--- config.mk ---
export PLATFORM = sky130hd
export DESIGN_NAME = arcade_input_mux
export DESIGN_NICKNAME = d
export VERILOG_FILES = /design/src/rtl/arcade_input_pkg.sv /design/src/rtl/arcade_coin_pulse.sv /design/src/rtl/arcade_input_mux.sv
export SDC_FILE = /design/constraint.sdc
export NUM_CORES = 1
export LEC_CHECK = 0
export CAP_MARGIN = 20
export CORE_UTILIZATION = 30
export CTS_CLUSTER_DIAMETER = 120
export DETAILED_ROUTE_END_ITERATION = 7
export PLACE_DENSITY = 0.7
export SLEW_MARGIN = 25
export SYNTH_ARGS = -nofsm -noshare
export SYNTH_HDL_FRONTEND = slang
export SYNTH_HIERARCHICAL = 1
export SYNTH_SLANG_ARGS = --single-unit
--- constraint.sdc ---
create_clock -name clk_sys -period 2 [get_ports clk_sys]
set_clock_uncertainty 0.2 [all_clocks]
set_input_delay 0.4 -clock clk_sys [delete_from_list [all_inputs] [get_ports clk_sys]]
set_output_delay 0.4 -clock clk_sys [all_outputs]
set_load 0.05 [all_outputs]
--- src/rtl/arcade_input_pkg.sv ---
// rtl/arcade_input_pkg.sv - joystick word layout and coin FSM state type
//
// Shared by arcade_input_mux and arcade_coin_pulse.
// Joystick word layout (16 bits per stick):
//   [0] R  [1] L  [2] D  [3] U  [4+:NB] buttons  [4+NB+:NP] start k  [4+NB+NP] coin
package arcade_input_pkg;

    localparam int JOY_R    = 0;
    localparam int JOY_L    = 1;
    localparam int JOY_D    = 2;
    localparam int JOY_U    = 3;
    localparam int JOY_BTN0 = 4;

    typedef enum logic [1:0] {
        IDLE     = 2'd0,
        PULSE    = 2'd1,
        GAP      = 2'd2,
        WAIT_REL = 2'd3
    } coin_state_t;

    function automatic int joy_start_bit(input int nb, input int k);
        return JOY_BTN0 + nb + k;
    endfunction

    function automatic int joy_coin_bit(input int nb, input int np);
        return JOY_BTN0 + nb + np;
    endfunction

endpackage

--- src/rtl/arcade_coin_pulse.sv ---
// rtl/arcade_coin_pulse.sv - one coin slot: fixed-width pulse, re-arm gap, release wait
//
// Ports:
//   clk_sys   in   system clock
//   reset_n   in   asynchronous reset, active low
//   ce        in   clock enable; state and counter advance only on ce
//   coin_raw  in   merged raw coin level for this slot
//   inhibit   in   ROM download active; parks the FSM in WAIT_REL and kills the pulse
//   coin_out  out  shaped coin pulse, COIN_PULSE ce ticks wide
module arcade_coin_pulse
    import arcade_input_pkg::*;
#(
    parameter int COIN_PULSE = 8,
    parameter int COIN_GAP   = 16
) (
    input  logic clk_sys,
    input  logic reset_n,
    input  logic ce,
    input  logic coin_raw,
    input  logic inhibit,
    output logic coin_out
);

    localparam int CNT_MAX = (COIN_PULSE > COIN_GAP) ? COIN_PULSE : COIN_GAP;
    localparam int CW      = $clog2(CNT_MAX + 1);
    localparam logic [CW-1:0] PULSE_LEN = CW'(COIN_PULSE);
    localparam logic [CW-1:0] GAP_LEN   = CW'(COIN_GAP);
    localparam logic [CW-1:0] CNT_ONE   = CW'(1);

    coin_state_t     state;
    logic [CW-1:0]   cnt;

    // cnt counts ticks already spent in the current timed state, starting at 1 on
    // entry; it only increments while below its target so it can never wrap.
    always_ff @(posedge clk_sys or negedge reset_n) begin
        if (!reset_n) begin
            state    <= IDLE;
            cnt      <= '0;
            coin_out <= 1'b0;
        end else if (inhibit) begin
            // A coin held across the download must be released before it can count.
            state    <= WAIT_REL;
            cnt      <= '0;
            coin_out <= 1'b0;
        end else if (ce) begin
            case (state)
                IDLE: begin
                    if (coin_raw) begin
                        state    <= PULSE;
                        cnt      <= CNT_ONE;
                        coin_out <= 1'b1;
                    end
                end
                PULSE: begin
                    if (cnt >= PULSE_LEN) begin
                        coin_out <= 1'b0;
                        cnt      <= CNT_ONE;
                        state    <= (COIN_GAP == 0) ? WAIT_REL : GAP;
                    end else begin
                        cnt <= cnt + 1'b1;
                    end
                end
                GAP: begin
                    if (cnt >= GAP_LEN) begin
                        state <= WAIT_REL;
                    end else begin
                        cnt <= cnt + 1'b1;
                    end
                end
                WAIT_REL: begin
                    if (!coin_raw) begin
                        state <= IDLE;
                    end
                end
                default: state <= IDLE;
            endcase
        end
    end

endmodule

--- src/rtl/arcade_input_mux.sv ---
// rtl/arcade_input_mux.sv - joystick words to per-player dir/button/start/coin lines
//
// Ports:
//   clk_sys    in   system clock
//   reset_n    in   asynchronous reset, active low
//   ce         in   core clock enable (coin and autofire timing)
//   joy_in     in   16 bits per stick, stick p at [16p+:16]
//   cocktail   in   1 = stick p drives player p, 0 = all sticks merged and mirrored
//   inhibit    in   ROM download active; all outputs forced idle
//   af_mask    in   per-button autofire enable
//   dir_out    out  {U,D,L,R} per player
//   btn_out    out  NUM_BUTTONS per player
//   start_out  out  start k = OR over sticks of the start-k bit
//   coin_out   out  shaped coin pulses, one per slot
// Optional feature: define ARCADE_INPUT_AUTOFIRE_EN to build the autofire gate.
module arcade_input_mux
    import arcade_input_pkg::*;
#(
    parameter int NUM_PLAYERS = 2,
    parameter int NUM_BUTTONS = 1,
    parameter int NUM_COINS   = 1,
    parameter int COIN_PULSE  = 8,
    parameter int COIN_GAP    = 16,
    parameter int AF_DIV      = 4
) (
    input  logic                               clk_sys,
    input  logic                               reset_n,
    input  logic                               ce,
    input  logic [16*NUM_PLAYERS-1:0]          joy_in,
    input  logic                               cocktail,
    input  logic                               inhibit,
    input  logic [NUM_BUTTONS-1:0]             af_mask,
    output logic [4*NUM_PLAYERS-1:0]           dir_out,
    output logic [NUM_BUTTONS*NUM_PLAYERS-1:0] btn_out,
    output logic [NUM_PLAYERS-1:0]             start_out,
    output logic [NUM_COINS-1:0]               coin_out
);

    localparam int NP       = NUM_PLAYERS;
    localparam int NB       = NUM_BUTTONS;
    localparam int START0   = joy_start_bit(NB, 0);
    localparam int COIN_BIT = joy_coin_bit(NB, NP);

    // Opposing directions cancel each other; the other axis is left alone.
    function automatic logic [3:0] clean_dir(input logic [3:0] d);
        logic r, l, dn, u;
        r  = d[JOY_R] & ~d[JOY_L];
        l  = d[JOY_L] & ~d[JOY_R];
        dn = d[JOY_D] & ~d[JOY_U];
        u  = d[JOY_U] & ~d[JOY_D];
        return {u, dn, l, r};
    endfunction

    logic [COIN_BIT-1:0]  merged;
    logic [4*NP-1:0]      dir_next;
    logic [NB*NP-1:0]     btn_next;
    logic [NP-1:0]        start_next;
    logic [NB-1:0]        af_gate;
    logic [NUM_COINS-1:0] coin_raw;

    always_comb begin
        merged = '0;
        for (int j = 0; j < NP; j++) begin
            merged = merged | joy_in[16*j +: COIN_BIT];
        end
    end

    always_comb begin
        dir_next   = '0;
        btn_next   = '0;
        start_next = '0;
        for (int p = 0; p < NP; p++) begin
            dir_next[4*p +: 4]   = clean_dir(cocktail ? joy_in[16*p + JOY_R +: 4] : merged[JOY_R +: 4]);
            btn_next[NB*p +: NB] = (cocktail ? joy_in[16*p + JOY_BTN0 +: NB] : merged[JOY_BTN0 +: NB])
                                   & af_gate;
            start_next[p]        = merged[START0 + p];
        end
    end

    // Sticks beyond the last coin slot all feed that last slot.
    always_comb begin
        coin_raw = '0;
        for (int j = 0; j < NP; j++) begin
            coin_raw[(j < NUM_COINS) ? j : NUM_COINS - 1] =
                coin_raw[(j < NUM_COINS) ? j : NUM_COINS - 1] | joy_in[16*j + COIN_BIT];
        end
    end

`ifdef ARCADE_INPUT_AUTOFIRE_EN
    localparam int AFW = $clog2(AF_DIV + 1);
    localparam logic [AFW-1:0] AF_LAST = AFW'(AF_DIV - 1);

    logic [AFW-1:0] af_cnt;
    logic           af_phase;

    // af_phase starts high so a fresh press is seen on the very next clock.
    always_ff @(posedge clk_sys or negedge reset_n) begin
        if (!reset_n) begin
            af_cnt   <= '0;
            af_phase <= 1'b1;
        end else if (ce) begin
            if (af_cnt >= AF_LAST) begin
                af_cnt   <= '0;
                af_phase <= ~af_phase;
            end else begin
                af_cnt <= af_cnt + 1'b1;
            end
        end
    end

    always_comb begin
        af_gate = '1;
        for (int b = 0; b < NB; b++) begin
            af_gate[b] = af_mask[b] ? af_phase : 1'b1;
        end
    end
`else
    // Without autofire every button passes straight through; af_mask has no effect.
    assign af_gate = af_mask | ~af_mask;
`endif

    always_ff @(posedge clk_sys or negedge reset_n) begin
        if (!reset_n) begin
            dir_out   <= '0;
            btn_out   <= '0;
            start_out <= '0;
        end else if (inhibit) begin
            dir_out   <= '0;
            btn_out   <= '0;
            start_out <= '0;
        end else begin
            dir_out   <= dir_next;
            btn_out   <= btn_next;
            start_out <= start_next;
        end
    end

    for (genvar c = 0; c < NUM_COINS; c++) begin : g_coin
        arcade_coin_pulse #(
            .COIN_PULSE(COIN_PULSE),
            .COIN_GAP  (COIN_GAP)
        ) u_coin (
            .clk_sys (clk_sys),
            .reset_n (reset_n),
            .ce      (ce),
            .coin_raw(coin_raw[c]),
            .inhibit (inhibit),
            .coin_out(coin_out[c])
        );
    end

endmodule

Word-level counts from Yosys, hierarchy flattened
Index checks and enable logic that the tools add are counted.
{"block": "word_totals", "reg_bits": 20, "input_bits": 38, "output_inout_bits": 13, "wordCells": 67}
{"block": "classes", "add_sub_neg": 1, "magnitude_cmp": 2, "n_eq_ne": 8, "n_mux": 25, "bitwise_logic": 18, "reduce_logical": 7}
{"cell": "$mux W5", "n": 5}
{"cell": "$mux W2", "n": 8}
{"cell": "$pmux W5 S3", "n": 1}
{"cell": "$ne A3 B2 Y1 const B", "n": 3}
{"cell": "$and A1 B1 Y1", "n": 8}
{"cell": "$mux W4", "n": 2}
{"cell": "$mux W8", "n": 1}
{"cell": "$not A1 Y1", "n": 8}
{"cell": "$pmux W2 S4", "n": 1}
{"cell": "$reduce_and A4 Y1", "n": 2}
{"cell": "$or A7 B7 Y7", "n": 1}
{"cell": "$mux W1", "n": 6}
{"cell": "$ne A3 B3 Y1 const B", "n": 2}
{"cell": "$add A5 B1 Y5 const B", "n": 1}
{"cell": "$ge A5 B4 Y1 const B", "n": 1}
{"cell": "$ge A5 B5 Y1 const B", "n": 1}
{"cell": "$reduce_and A5 Y1", "n": 1}
{"cell": "$eq A2 B2 Y1 const B", "n": 2}
{"cell": "$reduce_bool A4 Y1", "n": 1}
{"cell": "$reduce_bool A3 Y1", "n": 1}
{"cell": "$eq A2 B1 Y1 const B", "n": 1}
{"cell": "$logic_not A2 Y1", "n": 1}
{"cell": "$pmux W1 S2", "n": 1}
{"cell": "$reduce_bool A2 Y1", "n": 1}
{"cell": "$or A1 B1 Y1", "n": 1}

Logic depth before layout (Yosys ltp)
{"block": "depth", "word_depth": 5, "depth_mapped": 6, "ltp_nobuf": 6}

Cells and area by module
Netlist, hierarchy kept.
{"mod": "arcade_coin_pulse", "instances": 1, "cells_each": 58, "area_per_inst_um2": 543.0, "seq_area_each_um2": 200.2}
{"mod": "arcade_input_mux", "instances": 1, "cells_each": 48, "area_per_inst_um2": 536.8, "seq_area_each_um2": 300.3}

Least setup slack after synthesis
No wires, ideal clock.
{"block": "synth_path", "path_kind": "reg2reg", "startpoint": "register g_coin[0].u_coin.state[0]", "endpoint": "register g_coin[0].u_coin.cnt[4]", "setup_ns": 0.125, "arrival_ns": 1.500, "slack_ns": 0.175, "stages_incl_launch_ff": 7, "period_less_slack_ns": 1.825, "path_cell_list": "dfrtp_1 -> inv_1 -> ha_1 -> mux2i_1 -> and2b_4 -> nor2_2 -> mux2_4"}
{"block": "synth_between", "elab_chain_len": 4, "word_cells_on_any_way": 10, "classes_between": "eq/ne (4); mux (3); reduce/logical (3)"}
{"element": "start, declared", "line_no": "arcade_coin_pulse.sv:30", "source": "coin_state_t state;"}
{"element": "start signal, assigned", "line_no": "arcade_coin_pulse.sv:58", "source": "state <= (COIN_GAP == 0) ? WAIT_REL : GAP;"}
{"element": "$eq A2 B2 Y1, or another cell as far along", "line_no": "arcade_coin_pulse.sv:46", "source": "case (state)"}
{"element": "$pmux W5 S3", "line_no": "arcade_coin_pulse.sv:46"}
{"element": "$mux W5", "line_no": "arcade_coin_pulse.sv:45", "source": "end else if (ce) begin"}
{"element": "$mux W5", "line_no": "arcade_coin_pulse.sv:40", "source": "end else if (inhibit) begin"}
{"element": "end signal, assigned", "line_no": "arcade_coin_pulse.sv:60", "source": "cnt <= cnt + 1'b1;"}
{"element": "end signal, assigned", "line_no": "arcade_coin_pulse.sv:67", "source": "cnt <= cnt + 1'b1;"}
{"element": "end, declared", "line_no": "arcade_coin_pulse.sv:31", "source": "logic [CW-1:0] cnt;"}
Several ways; a longest one is shown, not always the timed one. The select of a mux whose other input is x is not followed.
A chain may end at the register's enable or synchronous reset.

Worst setup path after layout
Ends and elaborated chain as after synthesis.

==> reports/results.tsv <==
metric	value	unit
synthDistinctLibCells	30	
grt_max_degree	21	
tightest_slew	0.300	ns
cp_slowest_cell	dfrtp_1	
grt_setup_unrepaired	false	
ctsHoldBuffers	0	
start_kind	flip-flop	
grt_pass1_vias	962	
cts-resized-gates	0	
via_count	923	
cts_setup_buffers	0	
fin_crit_sh	0.944	
num_rows	21	
crit_chain	inv_1, ha_1, mux2i_1, and2b_4, nor2_2, mux2_4	
drive_above_1_share	0.215	
grt_use_total	0.139	
comb_power_share	0.386	
slew_headroom	0.800	
seq_power_share	0.411	
r2r-end	g_coin[0].u_coin/cnt[4]$_DFFE_PN0P_	
drtIter0Drc	17	
fmax	530	MHz
pwr-share-clk	0.203	
clock_tree.buffer_depth	2	
wl	2.25	mm
synth.avg_cell_area	10.2	sq um
clock_sinks	20	
hold_viol_final	0	
slowest_delay	0.42	ns
antenna_found_initial	0	
end_kind	flip-flop	
core	0.00339	sq mm
cp_data_arrival_time	1.88	ns
r2r_start	g_coin[0].u_coin/state[0]$_DFFE_PN0P_	
synth_area_leaders	dfrtp_1 46%, nor2_1 6.6%, ha_1 5.8%, a2111oi_2 5.6%, nand2b_1 4.1%	
hp-class	input port to asynchronous set/reset pin	
drc	0	
status	finished clean	
first_pass_iters	4	
min_period	1.89	ns
maxSlewViolCount	0	
h-tree-depth	1	
ioPinCount	51	
synth_ff_type	dfrtp_1	
worst_ep_required_time	1.99	ns
io_buffers	33	
n_antenna_cell	0	
cts_tree	yes	
switching_power	386	uW
switching_share	0.340	
gp_congestion	0.818	
syn-cell-area	0.00108	sq mm
synth_top_cell_by_area	dfrtp_1	
yosys.area.top_type_share	0.463	
reg2reg_depth	6	
r2r_slack	0.11	ns
syn_to_final_growth	40.7	%
die-area	0.00384	sq mm
yosysWarnings	6	
syn_inst	106	
peakVddDrop	0.343	mV
synth_nets	149	
die_w	62.0	microns
whs	0.240	ns
p_leak	0.000730	uW
wire_per_inst	11.5	microns
critPathMaxFanout	4	
synth-edff-count	0	
critPathKind	flip-flop to flip-flop	
viasPerCell	4.73	
dpl.hpwl	1.80	mm
clk_latency	0.29	ns
dpl_cell_area	0.00148	sq mm
fp.dieH	62.0	microns
initial_utilization	0.319	
grt_first_pass_wirelength	3.93	mm
final_area	0.00152	sq mm
yosysSeqAreaShare	0.463	
ys_seq_elements	20	
ant_nets	0	
p_int	752	uW
setup_violations	0	
ctsRootBufferMaster	clkbuf_4	
async_flop_share	1.00	
nets	193	
grt_overflow	0	
cts-buffers-inserted	3	
cts.reportedPaths.clkPinSlew	0.11	ns
drv_cap	0	
power_density	749	mW/mm^2
==> worst max-delay path by stage <==
stage                                           from                                   to  slack [ns]  cells after the start
5_1_grt        g_coin[0].u_coin/state[0]$_DFFE_PN0P_  g_coin[0].u_coin/cnt[3]$_DFFE_PN0P_        0.01                      7
3_5_place_dp                              joy_in[23]  g_coin[0].u_coin/cnt[4]$_DFFE_PN0P_       -0.17                      6
3_3_place_gp                              joy_in[23]  g_coin[0].u_coin/cnt[4]$_DFFE_PN0P_       -0.14                      6
4_1_cts        g_coin[0].u_coin/state[0]$_DFFE_PN0P_  g_coin[0].u_coin/cnt[4]$_DFFE_PN0P_        0.10                      6
6_report       g_coin[0].u_coin/state[0]$_DFFE_PN0P_  g_coin[0].u_coin/cnt[4]$_DFFE_PN0P_        0.11                      6
2_1_floorplan  g_coin[0].u_coin/state[0]$_DFFE_PN0P_  g_coin[0].u_coin/cnt[4]$_DFFE_PN0P_        0.18                      6
==> sequential cells by signal, indices dropped and copies added (netlist names) <==
name,flops
btn_out,2
g_coin.u_coin/state,2
dir_out,8
g_coin.u_coin/coin_out,1
g_coin.u_coin/cnt,5
start_out,2
==> cells in the mapped netlist, drive strengths merged (2+ instances only) <==
cell	number
dfrtp	20
nor2	20
inv	9
nand2b	7
a21oi	5
ha	5
nor2b	5
a2111oi	4
o211a	4
a22o	3
mux2i	3
nand2	3
buf	2
o21ai	2
==> layout make-up <==
| type | count | area (sq um) |
|---|---|---|
| inverters | 9 | 33.8 |
| multi-input cells | 75 | 533 |
| fillers | 325 | 1870 |
| clock buffers | 4 | 36.3 |
| well taps | 46 | 57.6 |
| flip-flops and latches | 20 | 500 |
| repair buffers | 41 | 358 |
==> per-stage QoR <==
stage	util	power [uW]	std cells	setup WS, ns	TNS (ns)
after CTS	0.448	1160	195	0.103	0
final	0.448	1140	195	0.113	0
after global placement	0.437	906	191	-0.139	-0.489
after global routing	0.448	1230	195	0.0123	0
after floorplan	-	747	106	0.175	0
after detailed placement	0.437	918	191	-0.170	-0.585
==> routing by layer <==
layer  global-route usage  vias up  wire length (microns)
met3               0.0311        2                    176
met1                0.164      428                    984
met2                0.243       37                   1070
met4               0.0571        0                     14
li1                     -      456                      -
met5                    0        -                      0
==> logic make-up after synthesis <==
kind of cell,synth area share
AO/OA/AOI/OAI,0.195
adder cells (fa/ha/maj),0.0579
buffers and inverters,0.0429
flip-flops,0.463
multiplexers,0.0417
AND/OR/NAND/NOR,0.199
==> cells in the final DEF, fill, tap and decap left out, types with 4 or more instances in the layout <==
| cell | netlist | routed |
|---|---|---|
| buf_4 | 1 | 21 |
| dfrtp_1 | 20 | 20 |
| clkdlybuf4s50_1 | 0 | 20 |
| nor2_1 | 19 | 19 |
| inv_1 | 9 | 9 |
| nand2b_1 | 7 | 7 |
| a21oi_1 | 5 | 5 |
| nor2b_1 | 5 | 5 |
| ha_1 | 5 | 5 |
| a2111oi_2 | 4 | 4 |
| o211a_1 | 4 | 4 |
==> critical path: cells and delay by family (launching register included) <==
family / cells / cell delay [ns]
mux: 2 / 0.48
flops: 1 / 0.42
simple gates: 2 / 0.34
fa+ha+maj: 1 / 0.22
buf+inv: 1 / 0.12
==> power by group through the flow <==
stage	clock network, uW	logic (uW)	registers (uW)
global route	258	493	474
detailed placement	0	442	477
floorplan	0	215	532
CTS	244	444	469
global placement	0	431	475
finish	231	439	468
No activity file was read; power rests on OpenSTA's default activity.
